===== config.mk =====
export PLATFORM = sky130hd
export DESIGN_NAME = stackcalc_cmd_exec_flat
export DESIGN_NICKNAME = d
export VERILOG_FILES = /design/src/rtl/stackcalc_cmd_exec_if.sv /design/src/rtl/stackcalc_cmd_exec.sv /design/src/flat_wrapper.sv
export SDC_FILE = /design/constraint.sdc
export NUM_CORES = 1
export LEC_CHECK = 0
export BUFFER_PORTS_ARGS = -buffer_cell sky130_fd_sc_hd__clkbuf_2
export CAP_MARGIN = 25
export CORE_MARGIN = 4
export CORE_UTILIZATION = 62
export DETAILED_ROUTE_END_ITERATION = 6
export PLACE_DENSITY_LB_ADDON = 0.25
export SLEW_MARGIN = 20
export SYNTH_ARGS = -nofsm -noshare
export SYNTH_HDL_FRONTEND = slang
export SYNTH_SLANG_ARGS = --single-unit

===== constraint.sdc =====
create_clock -name clk -period 3.8 [get_ports clk]
set_clock_uncertainty 0.2 [all_clocks]
set_input_delay 0.76 -clock clk [delete_from_list [all_inputs] [get_ports clk]]
set_output_delay 0.76 -clock clk [all_outputs]
set_load 0.01 [all_outputs]

===== src/rtl/stackcalc_cmd_exec_if.sv =====
// stackcalc_cmd_exec_if: command strobe/code in, stack status out.
interface stackcalc_cmd_exec_if;
    logic       strobe;
    logic [4:0] code;
    logic [7:0] tos;
    logic [3:0] depth;
    logic       err;
    modport master (output strobe, code, input tos, depth, err);
    modport slave (input strobe, code, output tos, depth, err);
endinterface


===== src/rtl/stackcalc_cmd_exec.sv =====
// stackcalc_cmd_exec: strobe-edge driven 8-bit RPN stack calculator with sticky error.
// Define STACKCALC_STRB_SYNC_EN to pass strobe/code through a two-flop synchronizer.
module stackcalc_cmd_exec #(
    parameter int DEPTH = 4
) (
    input logic clk,
    input logic rst,
    stackcalc_cmd_exec_if.slave bus
);
    localparam logic [3:0] FULL     = 4'(DEPTH);
    localparam logic [3:0] OP_ADD   = 4'd1;
    localparam logic [3:0] OP_SUB   = 4'd2;
    localparam logic [3:0] OP_AND   = 4'd3;
    localparam logic [3:0] OP_OR    = 4'd4;
    localparam logic [3:0] OP_XOR   = 4'd5;
    localparam logic [3:0] OP_DUP   = 4'd6;
    localparam logic [3:0] OP_DROP  = 4'd7;
    localparam logic [3:0] OP_SWAP  = 4'd8;
    localparam logic [3:0] OP_CLEAR = 4'd9;

    logic [7:0] stk_q [DEPTH];
    logic [7:0] stk_d [DEPTH];
    logic [7:0] push_s [DEPTH];
    logic [7:0] pop_s [DEPTH];
    logic [3:0] cnt_q, cnt_d;
    logic       err_q, err_d, entry_q, entry_d;
    logic       strobe_q, armed_q, armed_d;
    logic       s_now, idle, fire, binop;
    logic [4:0] c_now;
    logic [3:0] op;
    logic [7:0] alu;

`ifdef STACKCALC_STRB_SYNC_EN
    logic       s1_q, s2_q;
    logic [4:0] c1_q, c2_q;
    always_ff @(posedge clk) begin
        if (rst) begin
            s1_q <= 1'b0;
            s2_q <= 1'b0;
            c1_q <= '0;
            c2_q <= '0;
        end else begin
            s1_q <= bus.strobe;
            s2_q <= s1_q;
            c1_q <= bus.code;
            c2_q <= c1_q;
        end
    end
    assign s_now = s2_q;
    assign c_now = c2_q;
    assign idle  = ~(bus.strobe | s1_q | s2_q);
`else
    assign s_now = bus.strobe;
    assign c_now = bus.code;
    assign idle  = ~bus.strobe;
`endif

    // A strobe high across reset stays disarmed until the whole path has seen it low.
    assign armed_d = armed_q | idle;
    assign fire    = s_now & ~strobe_q & armed_q;
    assign op      = c_now[3:0];
    assign binop   = (op >= OP_ADD) && (op <= OP_XOR);
    assign alu     = (op == OP_ADD) ? stk_q[1] + stk_q[0] :
                     (op == OP_SUB) ? stk_q[1] - stk_q[0] :
                     (op == OP_AND) ? stk_q[1] & stk_q[0] :
                     (op == OP_OR)  ? stk_q[1] | stk_q[0] : stk_q[1] ^ stk_q[0];

    // Entries at or beyond the count are kept zero, so stk_q[0] reads 0 when empty.
    always_comb begin
        push_s[0] = stk_q[0];
        for (int i = 1; i < DEPTH; i++) push_s[i] = stk_q[i-1];
        for (int i = 0; i < DEPTH - 1; i++) pop_s[i] = stk_q[i+1];
        pop_s[DEPTH-1] = '0;
    end

    always_comb begin
        stk_d   = stk_q;
        cnt_d   = cnt_q;
        err_d   = err_q;
        entry_d = entry_q;
        if (fire && c_now[4]) begin
            if (entry_q) stk_d[0] = {stk_q[0][3:0], c_now[3:0]};
            else if (cnt_q == FULL) err_d = 1'b1;
            else begin
                stk_d    = push_s;
                stk_d[0] = {4'h0, c_now[3:0]};
                cnt_d    = cnt_q + 4'd1;
                entry_d  = 1'b1;
            end
        end else if (fire) begin
            entry_d = 1'b0;
            case (op)
                OP_ADD, OP_SUB, OP_AND, OP_OR, OP_XOR:
                    if (cnt_q < 4'd2) err_d = 1'b1;
                    else begin
                        stk_d    = pop_s;
                        stk_d[0] = alu;
                        cnt_d    = cnt_q - 4'd1;
                    end
                OP_DUP:
                    if (cnt_q == 4'd0 || cnt_q == FULL) err_d = 1'b1;
                    else begin
                        stk_d = push_s;
                        cnt_d = cnt_q + 4'd1;
                    end
                OP_DROP:
                    if (cnt_q == 4'd0) err_d = 1'b1;
                    else begin
                        stk_d = pop_s;
                        cnt_d = cnt_q - 4'd1;
                    end
                OP_SWAP:
                    if (cnt_q < 4'd2) err_d = 1'b1;
                    else begin
                        stk_d[0] = stk_q[1];
                        stk_d[1] = stk_q[0];
                    end
                OP_CLEAR: begin
                    stk_d = '{default: '0};
                    cnt_d = '0;
                    err_d = 1'b0;
                end
                default: ;
            endcase
        end
    end

    always_ff @(posedge clk) begin
        if (rst) begin
            stk_q    <= '{default: '0};
            cnt_q    <= '0;
            err_q    <= 1'b0;
            entry_q  <= 1'b0;
            strobe_q <= 1'b0;
            armed_q  <= ~bus.strobe;
        end else begin
            stk_q    <= stk_d;
            cnt_q    <= cnt_d;
            err_q    <= err_d;
            entry_q  <= entry_d;
            strobe_q <= s_now;
            armed_q  <= armed_d;
        end
    end

    assign bus.tos   = stk_q[0];
    assign bus.depth = cnt_q;
    assign bus.err   = err_q;
endmodule

===== src/flat_wrapper.sv =====
// flat-port wrapper written by rule: the top's interface ports become plain ports
module stackcalc_cmd_exec_flat 
#(
    parameter int DEPTH = 4
)
  (clk, rst, bus_strobe, bus_code, bus_tos, bus_depth, bus_err);
  stackcalc_cmd_exec_if bus_i ();
  input logic clk;
  input logic rst;
  input wire logic [$bits(bus_i.strobe)-1:0] bus_strobe;
  input wire logic [$bits(bus_i.code)-1:0] bus_code;
  output wire logic [$bits(bus_i.tos)-1:0] bus_tos;
  output wire logic [$bits(bus_i.depth)-1:0] bus_depth;
  output wire logic [$bits(bus_i.err)-1:0] bus_err;
  assign bus_i.strobe = bus_strobe;
  assign bus_i.code = bus_code;
  assign bus_tos = bus_i.tos;
  assign bus_depth = bus_i.depth;
  assign bus_err = bus_i.err;
  stackcalc_cmd_exec #(.DEPTH(DEPTH)) u_core (.clk(clk), .rst(rst), .bus(bus_i));
endmodule

==> results_dict.tcl, run 1 <==
set metrics [dict create \
    p_sw_uw 436 \
    worstPathRequired_ns 3.80 \
    slew_headroom_pct 40.9 \
    fp.coreArea_um2 5200 \
    drive_gt1_share_pct 11.1 \
    wl_per_cell_um 18.7 \
    cp_cell_sequence "inv_1 > ha_1 > nor3_1 > a2111oi_0 > buf_4 > a2bb2oi_1 > xnor2_1 > or4_1 > a311oi_1" \
    io_buffers 20 \
    synthCells 440 \
    cts_root_buf "clkbuf_8" \
    io_pins 21 \
    cp_slowest_cell "ha_1" \
    hold_violations 0 \
    dp_slack_ns 0.653 \
    hold_path.class "flip-flop to flip-flop" \
    grt_pass1_vias 3163 \
    finalSetupTns_ns 0 \
    worst-path-buf-inv 2 \
    cp-start-kind "flip-flop" \
    worst_slack_ns 0.742 \
    drt-total-wl_um 9600 \
    fmax_ghz 0.327 \
    end_kind "flip-flop" \
    internal_power_uw 795 \
    gp_congestion 0.943 \
    post-route-util_pct 68.8 \
    h-tree-depth 2 \
    synth_edf_count 0 \
    die_x_um 81.9 \
    synth.largest_area_cell "dfxtp_1" \
    grtUsageTotal_pct 30.1 \
    whs_ns 0.254 \
    viasPerCell 6.90 \
    insertion_delay_ns 0.29 \
    fin_crit_sh_pct 80.5 \
    mostFrequentLayoutCells "a21oi_1, dfxtp_1, nor2_1, nand2_1, inv_1" \
    synth_top_flop_cell "dfxtp_1" \
    drt_pass1_iterations 6 \
    syn_area_um2 3390 \
    cts.sinks 40 \
    clockBufferDepth 2 \
    tightestPinTransition_ns 0.886 \
    post-cts-setup-buffers 0 \
    critPathKind "flip-flop to flip-flop" \
    grt_pass1_wl_um 15700 \
    ys_seq_elements 40 \
    synthDominantCellAreaShare_pct 23.7 \
    sw_frac_of_total_pct 35.4 \
    synth_nets 476 \
    power_frac_clock_pct 28.2 \
    area.growth.synth_to_final_pct 5.69 \
    final_antenna_net_count 0 \
    p_comb_share_pct 31.9 \
    crit_family "compound AO/OA/AOI/OAI gates" \
    pwr-share-seq_pct 39.8 \
    critPathMaxFanout 12 \
    seq_area_frac_synth_pct 23.7 \
    yosysWarnings 0 \
    rows 26 \
    synth_area_leaders "dfxtp_1, ha_1, a21oi_1" \
    slew_violations 0 \
    dr_total_vias 3540 \
    leakage_nw 1.34 \
    maxCapViolCount 0 \
    syn-mean-instance-area_um2 7.69 \
    numCtsBuffers 5 \
    layout_commonest_cell "a21oi_1" \
    vdd_drop_max_v 0.000287 \
    nets 478 \
    max_stage_delay_ns 0.54 \
    cts_hold_buffers 0 \
    rsz0062_at_grt "no" \
    setup_viol_count_final 0 \
    diodes 0 \
    antenna_found_initial 0 \
    arrival_ns 3.06 \
    drc 0 \
    dieArea_um2 6710 \
    period_needed_ns 3.06 \
    synthArstFlopShare_pct 0 \
    grt_overflow 0 \
    cts_tree "built" \
    die_y_um 81.9 \
    status "complete, no violations" \
    place_hpwl_um 6890 \
    p_per_area_nw_per_um2 344 \
    start_util_pct 65.0 \
    grt_max_degree 43 \
    ys_types 71 \
    clk_pin_slew_worst_paths_ns 0.08 \
    drt_iter0_markers 410 \
    ctsResizeCount 0 \
]
power by group through the flow:
| stage | combinational (mW) | sequential (mW) | clock, mW |
|---|---|---|---|
| 2_1_floorplan | 0.295 | 0.485 | 0 |
| 3_3_place_gp | 0.376 | 0.497 | 0 |
| 3_5_place_dp | 0.382 | 0.498 | 0 |
| 4_1_cts | 0.384 | 0.488 | 0.353 |
| 5_1_grt | 0.435 | 0.493 | 0.367 |
| 6_report | 0.393 | 0.491 | 0.348 |
layer usage:
| metal | global-route usage (%) | up-vias | routed length (µm) |
|---|---|---|---|
| met5 | 0 | - | 0 |
| met4 | 12.8 | 0 | 369 |
| met3 | 5.92 | 38 | 747 |
| met2 | 46.0 | 186 | 4290 |
| met1 | 41.0 | 1682 | 4200 |
| li1 | - | 1634 | - |
registers in the layout, indices dropped and copies added (netlist names):
name and flops:
u_core.entry_q 1, u_core.pop_s 24, u_core.bus.err 1, u_core.bus.tos 8, u_core.armed_q 1, u_core.strobe_q 1
u_core.bus.depth 4
final cells by class:
cell class / count / area [µm²]
Multi-Input combinational cell: 336 / 2310
Fill cell: 444 / 1630
Sequential cell: 40 / 801
Timing Repair Buffer: 28 / 160
Inverter: 31 / 116
Tap cell: 70 / 87.6
Clock buffer: 6 / 72.6
Clock inverter: 2 / 35.0
final timing paths:
path	from	endpoint	slack, ns	depth (start not counted)
min	u_core.pop_s[14]$_SDFFE_PP0P_	u_core.pop_s[14]$_SDFFE_PP0P_	0.25	2
max	u_core.pop_s[28]$_SDFFE_PP0P_	u_core.bus.tos[7]$_SDFFE_PP0P_	0.74	9
min reg2reg	u_core.pop_s[14]$_SDFFE_PP0P_	u_core.pop_s[14]$_SDFFE_PP0P_	0.25	2
max reg2reg	u_core.pop_s[28]$_SDFFE_PP0P_	u_core.bus.tos[7]$_SDFFE_PP0P_	0.74	9
through the flow:
step / total power [mW] / area (µm²) / cells
finish: 1.23 / 3580 / 513
global route: 1.30 / 3580 / 513
CTS: 1.23 / 3580 / 513
detailed placement: 0.880 / 3470 / 505
global placement: 0.873 / 3470 / 505
floorplan: 0.779 / 3390 / 440
cell usage after synthesis, types with 10 or more instances:
master / instances
clkbuf_1: 10
nor3_1: 21
ha_1: 26
nand3_1: 13
a211oi_1: 14
inv_1: 30
a221oi_1: 20
nor2_1: 36
a21oi_1: 42
nand2_1: 32
buf_2: 19
o21ai_0: 15
dfxtp_1: 40
worst min-delay path, cell delays in order (launching register included):
cell     delay, ns
dfxtp_1       0.31
nand2_1       0.05
a21oi_1       0.05
kinds of logic (layout without fill, tap and decap cells):
family | count (synthesis) | count (layout) | share of synthesized area [%]
muxes | 4 | 4 | 1.18
DFF | 40 | 40 | 23.7
and+or+nand+nor | 145 | 145 | 21.7
xor gates and xnor gates | 7 | 7 | 1.81
AOI/OAI and AO/OA | 151 | 151 | 32.3
adders and majority gates | 29 | 29 | 11.1
buffers and inverters | 64 | 67 | 8.24
Power figures use the tool's default switching activity.
==> inputs of run 2 (changes only) <==
--- a/config.mk
+++ b/config.mk
@@ -8,7 +8,7 @@
 export BUFFER_PORTS_ARGS = -buffer_cell sky130_fd_sc_hd__clkbuf_2
 export CAP_MARGIN = 25
 export CORE_MARGIN = 4
-export CORE_UTILIZATION = 62
+export CORE_UTILIZATION = 56
 export DETAILED_ROUTE_END_ITERATION = 6
 export PLACE_DENSITY_LB_ADDON = 0.25
 export SLEW_MARGIN = 20
==> constraint.sdc (replaced) <==
create_clock -name clk -period 2.77 [get_ports clk]
set_clock_uncertainty 0.2 [all_clocks]
set_input_delay 0.554 -clock clk [delete_from_list [all_inputs] [get_ports clk]]
set_output_delay 0.554 -clock clk [all_outputs]
set_load 0.01 [all_outputs]
==> results_dict.tcl, run 2 (same netlist as run 1, synthesis figures left out) <==
set metrics [dict create \
    fmax_ghz 0.379 \
    leakage_nw 1.50 \
    final-seq-area_um2 805 \
    cts.sinks 40 \
    fin_crit_sh_pct 95.2 \
    p_per_area_nw_per_um2 456 \
    dr_total_vias 3548 \
    rsz0062_at_grt "no" \
    cp-start-kind "flip-flop" \
    cp_cell_sequence "inv_1 > ha_1 > o21bai_2 > a2111oi_2 > buf_4 > a2bb2oi_1 > xnor2_1 > or4_1 > a311oi_2" \
    num-fill-cells 535 \
    io_pins 21 \
    hold_path.class "flip-flop to flip-flop" \
    hold_violations 0 \
    drc 3 \
    mostFrequentLayoutCells "a21oi_1, buf_4, dfxtp_1, nor2_1, nand2_1" \
    io_buffers 20 \
    stdcell_count 550 \
    cts_tree "built" \
    maxCapViolCount 0 \
    start_util_pct 57.5 \
    tightestPinTransition_ns 0.853 \
    area.growth.synth_to_final_pct 15.0 \
    grtUsageTotal_pct 27.7 \
    drive_gt1_share_pct 19.8 \
    placed_cells 542 \
    critPathMaxFanout 4 \
    worstPathRequired_ns 2.78 \
    vdd_drop_max_v 0.000356 \
    period_needed_ns 2.64 \
    worst_slack_ns 0.134 \
    layout_commonest_cell "a21oi_1" \
    dp_slack_ns -0.0398 \
    violations "DRC" \
    status "finished, violations left" \
    grt_overflow 0 \
    antenna_found_initial 0 \
    clk_pin_slew_worst_paths_ns 0.09 \
    setup_viol_count_final 0 \
    dieArea_um2 7350 \
    clockBufferDepth 2 \
    die_y_um 85.8 \
    finalSetupTns_ns 0 \
    multi_input_area_um2 2350 \
    wl_per_cell_um 18.5 \
    cts_hold_buffers 0 \
    diodes 0 \
    end_kind "flip-flop" \
    cts_root_buf "clkbuf_8" \
    numCtsBuffers 5 \
    cp_slowest_cell "or4_1" \
    viasPerCell 6.45 \
    slew_violations 0 \
    whs_ns 0.257 \
    insertion_delay_ns 0.30 \
    nets 510 \
    grt_pass1_wl_um 16300 \
    grt_pass1_vias 3247 \
    post-cts-setup-buffers 0 \
    grt_max_degree 31 \
    place_hpwl_um 7620 \
    die_x_um 85.8 \
    rows 28 \
    p_total_mw 1.78 \
    drt_iter0_markers 364 \
    drt_pass1_iterations 7 \
    h-tree-depth 2 \
    drt-total-wl_um 10200 \
    gp_congestion 0.966 \
    arrival_ns 2.64 \
    fp.coreArea_um2 5890 \
    largest_reg_flops 24 \
    max_stage_delay_ns 0.44 \
    critPathKind "flip-flop to flip-flop" \
    slew_headroom_pct 43.0 \
    final_antenna_net_count 0 \
]
run 2: changes by cell type in the layout (fill, tap and decap cells not counted), moves of 2 or more:
cell     previous run  this run
inv_1              30        28
buf_4               8        39
dfxtp_1            40        37
inv_2               1         3
dfxtp_2             0         3
run 2: report_power, final:
group	switching, mW	internal, mW
Sequential	0.0426	0.613
Clock	0.229	0.267
Combinational	0.362	0.261
Total	0.634	1.14
run 2: final timing paths:
path | to | slack, ns | depth (start not counted) | startpoint
worst max register to register | u_core.bus.tos[7]$_SDFFE_PP0P_ | 0.13 | 9 | u_core.bus.tos[1]$_SDFFE_PP0P_
worst min register to register | u_core.pop_s[9]$_SDFFE_PP0P_ | 0.26 | 2 | u_core.pop_s[9]$_SDFFE_PP0P_
worst max-delay path | u_core.bus.tos[7]$_SDFFE_PP0P_ | 0.13 | 9 | u_core.bus.tos[1]$_SDFFE_PP0P_
worst min-delay path | u_core.pop_s[9]$_SDFFE_PP0P_ | 0.26 | 2 | u_core.pop_s[9]$_SDFFE_PP0P_
run 2: cell type report:
type	instances	share of cell area (%)
clock inverters	3	1.09
multi-input cells	336	60.5
clock buffers	5	1.77
inverters	31	2.99
repair buffers	60	10.6
well taps	75	2.41
flip-flops and latches	40	20.7
run 2: timing repair:
item	in CTS	in global routing
endpoints found under the setup margin	1	23
resized for setup	3	13
pin swaps	0	1
run 2: per-layer routing:
metal	GRT usage, %	routed length, µm
met5	0	0
met4	6.33	209
met3	5.57	765
met2	46.3	4750
met1	36.8	4460
run 2: per-stage QoR:
step / util, % / area (µm²)
2_1_floorplan: - / 3390
3_3_place_gp: 63.4 / 3730
5_1_grt: 66.2 / 3890
6_report: 66.2 / 3890
3_5_place_dp: 63.4 / 3730
4_1_cts: 65.4 / 3850
run 2: critical path, delay by kind of cell, from the launching register on:
family | cells | cell delay [ns]
compound gates | 4 | 0.91
buf+inv | 2 | 0.30
fa+ha+maj | 1 | 0.21
flops | 1 | 0.35
simple gates | 1 | 0.44
xor+xnor | 1 | 0.12
==> inputs of run 3 (changes only) <==
--- a/config.mk
+++ b/config.mk
@@ -7,7 +7,7 @@
 export LEC_CHECK = 0
 export BUFFER_PORTS_ARGS = -buffer_cell sky130_fd_sc_hd__clkbuf_2
 export CAP_MARGIN = 25
-export CORE_MARGIN = 4
+export CORE_MARGIN = 1.5
 export CORE_UTILIZATION = 56
 export DETAILED_ROUTE_END_ITERATION = 6
 export PLACE_DENSITY_LB_ADDON = 0.25
==> results_dict.tcl, run 3 (same netlist as run 1, synthesis figures left out) <==
set metrics [dict create \
    ff2ff_path_depth 9 \
    final-seq-area_um2 803 \
    whs_ns 0.257 \
    largest_reg_flops 24 \
    hold_path.class "flip-flop to flip-flop" \
    post-route-util_pct 66.6 \
    grtUsageTotal_pct 33.1 \
    io_buffers 20 \
    min_path_cells 2 \
    area.growth.synth_to_final_pct 15.7 \
    place_hpwl_um 7920 \
    hold_path_startpoint "u_core.pop_s[10]$_SDFFE_PP0P_" \
    grt_max_degree 33 \
    worstPathRequired_ns 2.76 \
    cts_tree "built" \
    num-fill-cells 499 \
    grt_pass1_vias 3307 \
    internal_power_mw 1.06 \
    mostFrequentLayoutCells "buf_4, a21oi_1, dfxtp_1, nor2_1, nand2_1" \
    hold_violations 0 \
    die_x_um 80.8 \
    nets 516 \
    numCtsBuffers 5 \
    drt_iter0_markers 346 \
    diodes 0 \
    viasPerCell 6.57 \
    critPathKind "flip-flop to flip-flop" \
    drive_gt1_share_pct 20.2 \
    dieArea_um2 6520 \
    rsz0062_at_grt "yes" \
    r2r-end "u_core.bus.tos[6]$_SDFFE_PP0P_" \
    period_needed_ns 2.66 \
    cp-start-kind "flip-flop" \
    cts.sinks 40 \
    pwr-share-seq_pct 38.4 \
    critPathMaxFanout 4 \
    slew_violations 0 \
    r2r_start "u_core.pop_s[24]$_SDFFE_PP0P_" \
    drt-total-wl_um 10400 \
    status "complete, no violations" \
    multi_input_area_um2 2360 \
    grt_pass1_wl_um 16600 \
    p_per_area_nw_per_um2 436 \
    cts_root_buf "clkbuf_8" \
    insertion_delay_ns 0.30 \
    drt_pass1_iterations 7 \
    sw_frac_of_total_pct 37.8 \
    drc 0 \
    leakage_nw 1.52 \
    p_total_mw 1.71 \
    p_comb_share_pct 37.5 \
    start_util_pct 57.5 \
    design_area_um2 3920 \
    final_antenna_net_count 0 \
    slew_headroom_pct 50.0 \
    fmax_ghz 0.375 \
    h-tree-depth 2 \
    clockBufferDepth 2 \
    rows 28 \
    placed_cells 548 \
    ff2ff_setup_slack_ns 0.11 \
    clk_pin_slew_worst_paths_ns 0.09 \
    fin_crit_sh_pct 96.2 \
    arrival_ns 2.65 \
    p_sw_uw 645 \
    power_frac_clock_pct 24.1 \
    dr_total_vias 3653 \
    cts_hold_buffers 0 \
    maxCapViolCount 0 \
    wl_per_cell_um 18.7 \
    whs_endpoint "u_core.pop_s[10]$_SDFFE_PP0P_" \
    place_area_um2 3770 \
    vdd_drop_max_v 0.000342 \
    layout_commonest_cell "buf_4" \
    antenna_found_initial 0 \
    end_kind "flip-flop" \
    gp_congestion 1.01 \
    stdcell_count 556 \
    io_pins 21 \
    tightestPinTransition_ns 0.751 \
    die_y_um 80.8 \
    grt_overflow 0 \
    setup_viol_count_final 0 \
    fp.coreArea_um2 5890 \
]
-- run 3: cell count changes in the layout (fill, tap and decap cells not counted), sizes merged --
cell	delta
buf	+6
bufinv	-1
clkbuf	+1
-- run 3: what timing repair did --
action | CTS | global route
gates resized for setup | 2 | 11
hold endpoints to repair | 0 | 0
pin swaps | 0 | 1
endpoints found under the setup margin | 1 | 7
setup buffers | 0 | 0
-- run 3: worst max-delay path by stage --
stage | endpoint | from | slack [ns] | cells after the start
after global routing | u_core.bus.tos[6]$_SDFFE_PP0P_ | u_core.pop_s[24]$_SDFFE_PP0P_ | -0.02 | 9
after detailed placement | u_core.bus.tos[3]$_SDFFE_PP0P_ | bus_code[2] | -0.02 | 9
final | u_core.bus.tos[6]$_SDFFE_PP0P_ | u_core.pop_s[24]$_SDFFE_PP0P_ | 0.11 | 9
after floorplan | u_core.bus.tos[7]$_SDFFE_PP0P_ | u_core.bus.tos[1]$_SDFFE_PP0P_ | 0.04 | 8
after CTS | u_core.bus.tos[6]$_SDFFE_PP0P_ | u_core.bus.tos[0]$_SDFFE_PP0P_ | 0.0008 | 9
after global placement | u_core.bus.tos[3]$_SDFFE_PP0P_ | bus_code[2] | -0.05 | 9
-- run 3: layer usage --
layer | up-vias | GRT usage (%) | share of wire (%)
li1 | 1718 | - | -
met1 | 1745 | 45.2 | 44
met2 | 166 | 53.3 | 47
met3 | 24 | 4.94 | 6.6
met4 | 0 | 11.4 | 2.0
met5 | - | 0 | 0
-- run 3: layout make-up --
type                    instances  area share [%]
multi-input cells             336            60.2
inverters                      31            2.97
well taps                      75            2.40
clock inverters                 2           0.415
flip-flops and latches         40            20.5
repair buffers                 66            11.7
clock buffers                   6            1.85
-- run 3: stage by stage --
| step | setup slack, ns | TNS, ns |
|---|---|---|
| after floorplan | 0.0394 | 0 |
| after global placement | -0.0454 | -0.0454 |
| after detailed placement | -0.0249 | -0.0249 |
| after CTS | 0.000783 | 0 |
| after global routing | -0.0237 | -0.0237 |
| final | 0.106 | 0 |
-- run 3: critical path, stage by stage (launching register included) --
cell and delay (ns):
dfxtp_2 0.40, inv_1 0.07, ha_1 0.19, fa_1 0.42, o21bai_1 0.19, a21oi_1 0.14
o31ai_2 0.23, mux2i_1 0.21, a221oi_1 0.11, a2111oi_2 0.39
-- run 3: power by group through the flow --
stage	clock (mW)	combinational, mW	sequential (mW)
detailed placement	0	0.609	0.667
floorplan	0	0.404	0.665
finish	0.412	0.641	0.655
CTS	0.415	0.620	0.653
global route	0.435	0.700	0.660
global placement	0	0.600	0.665
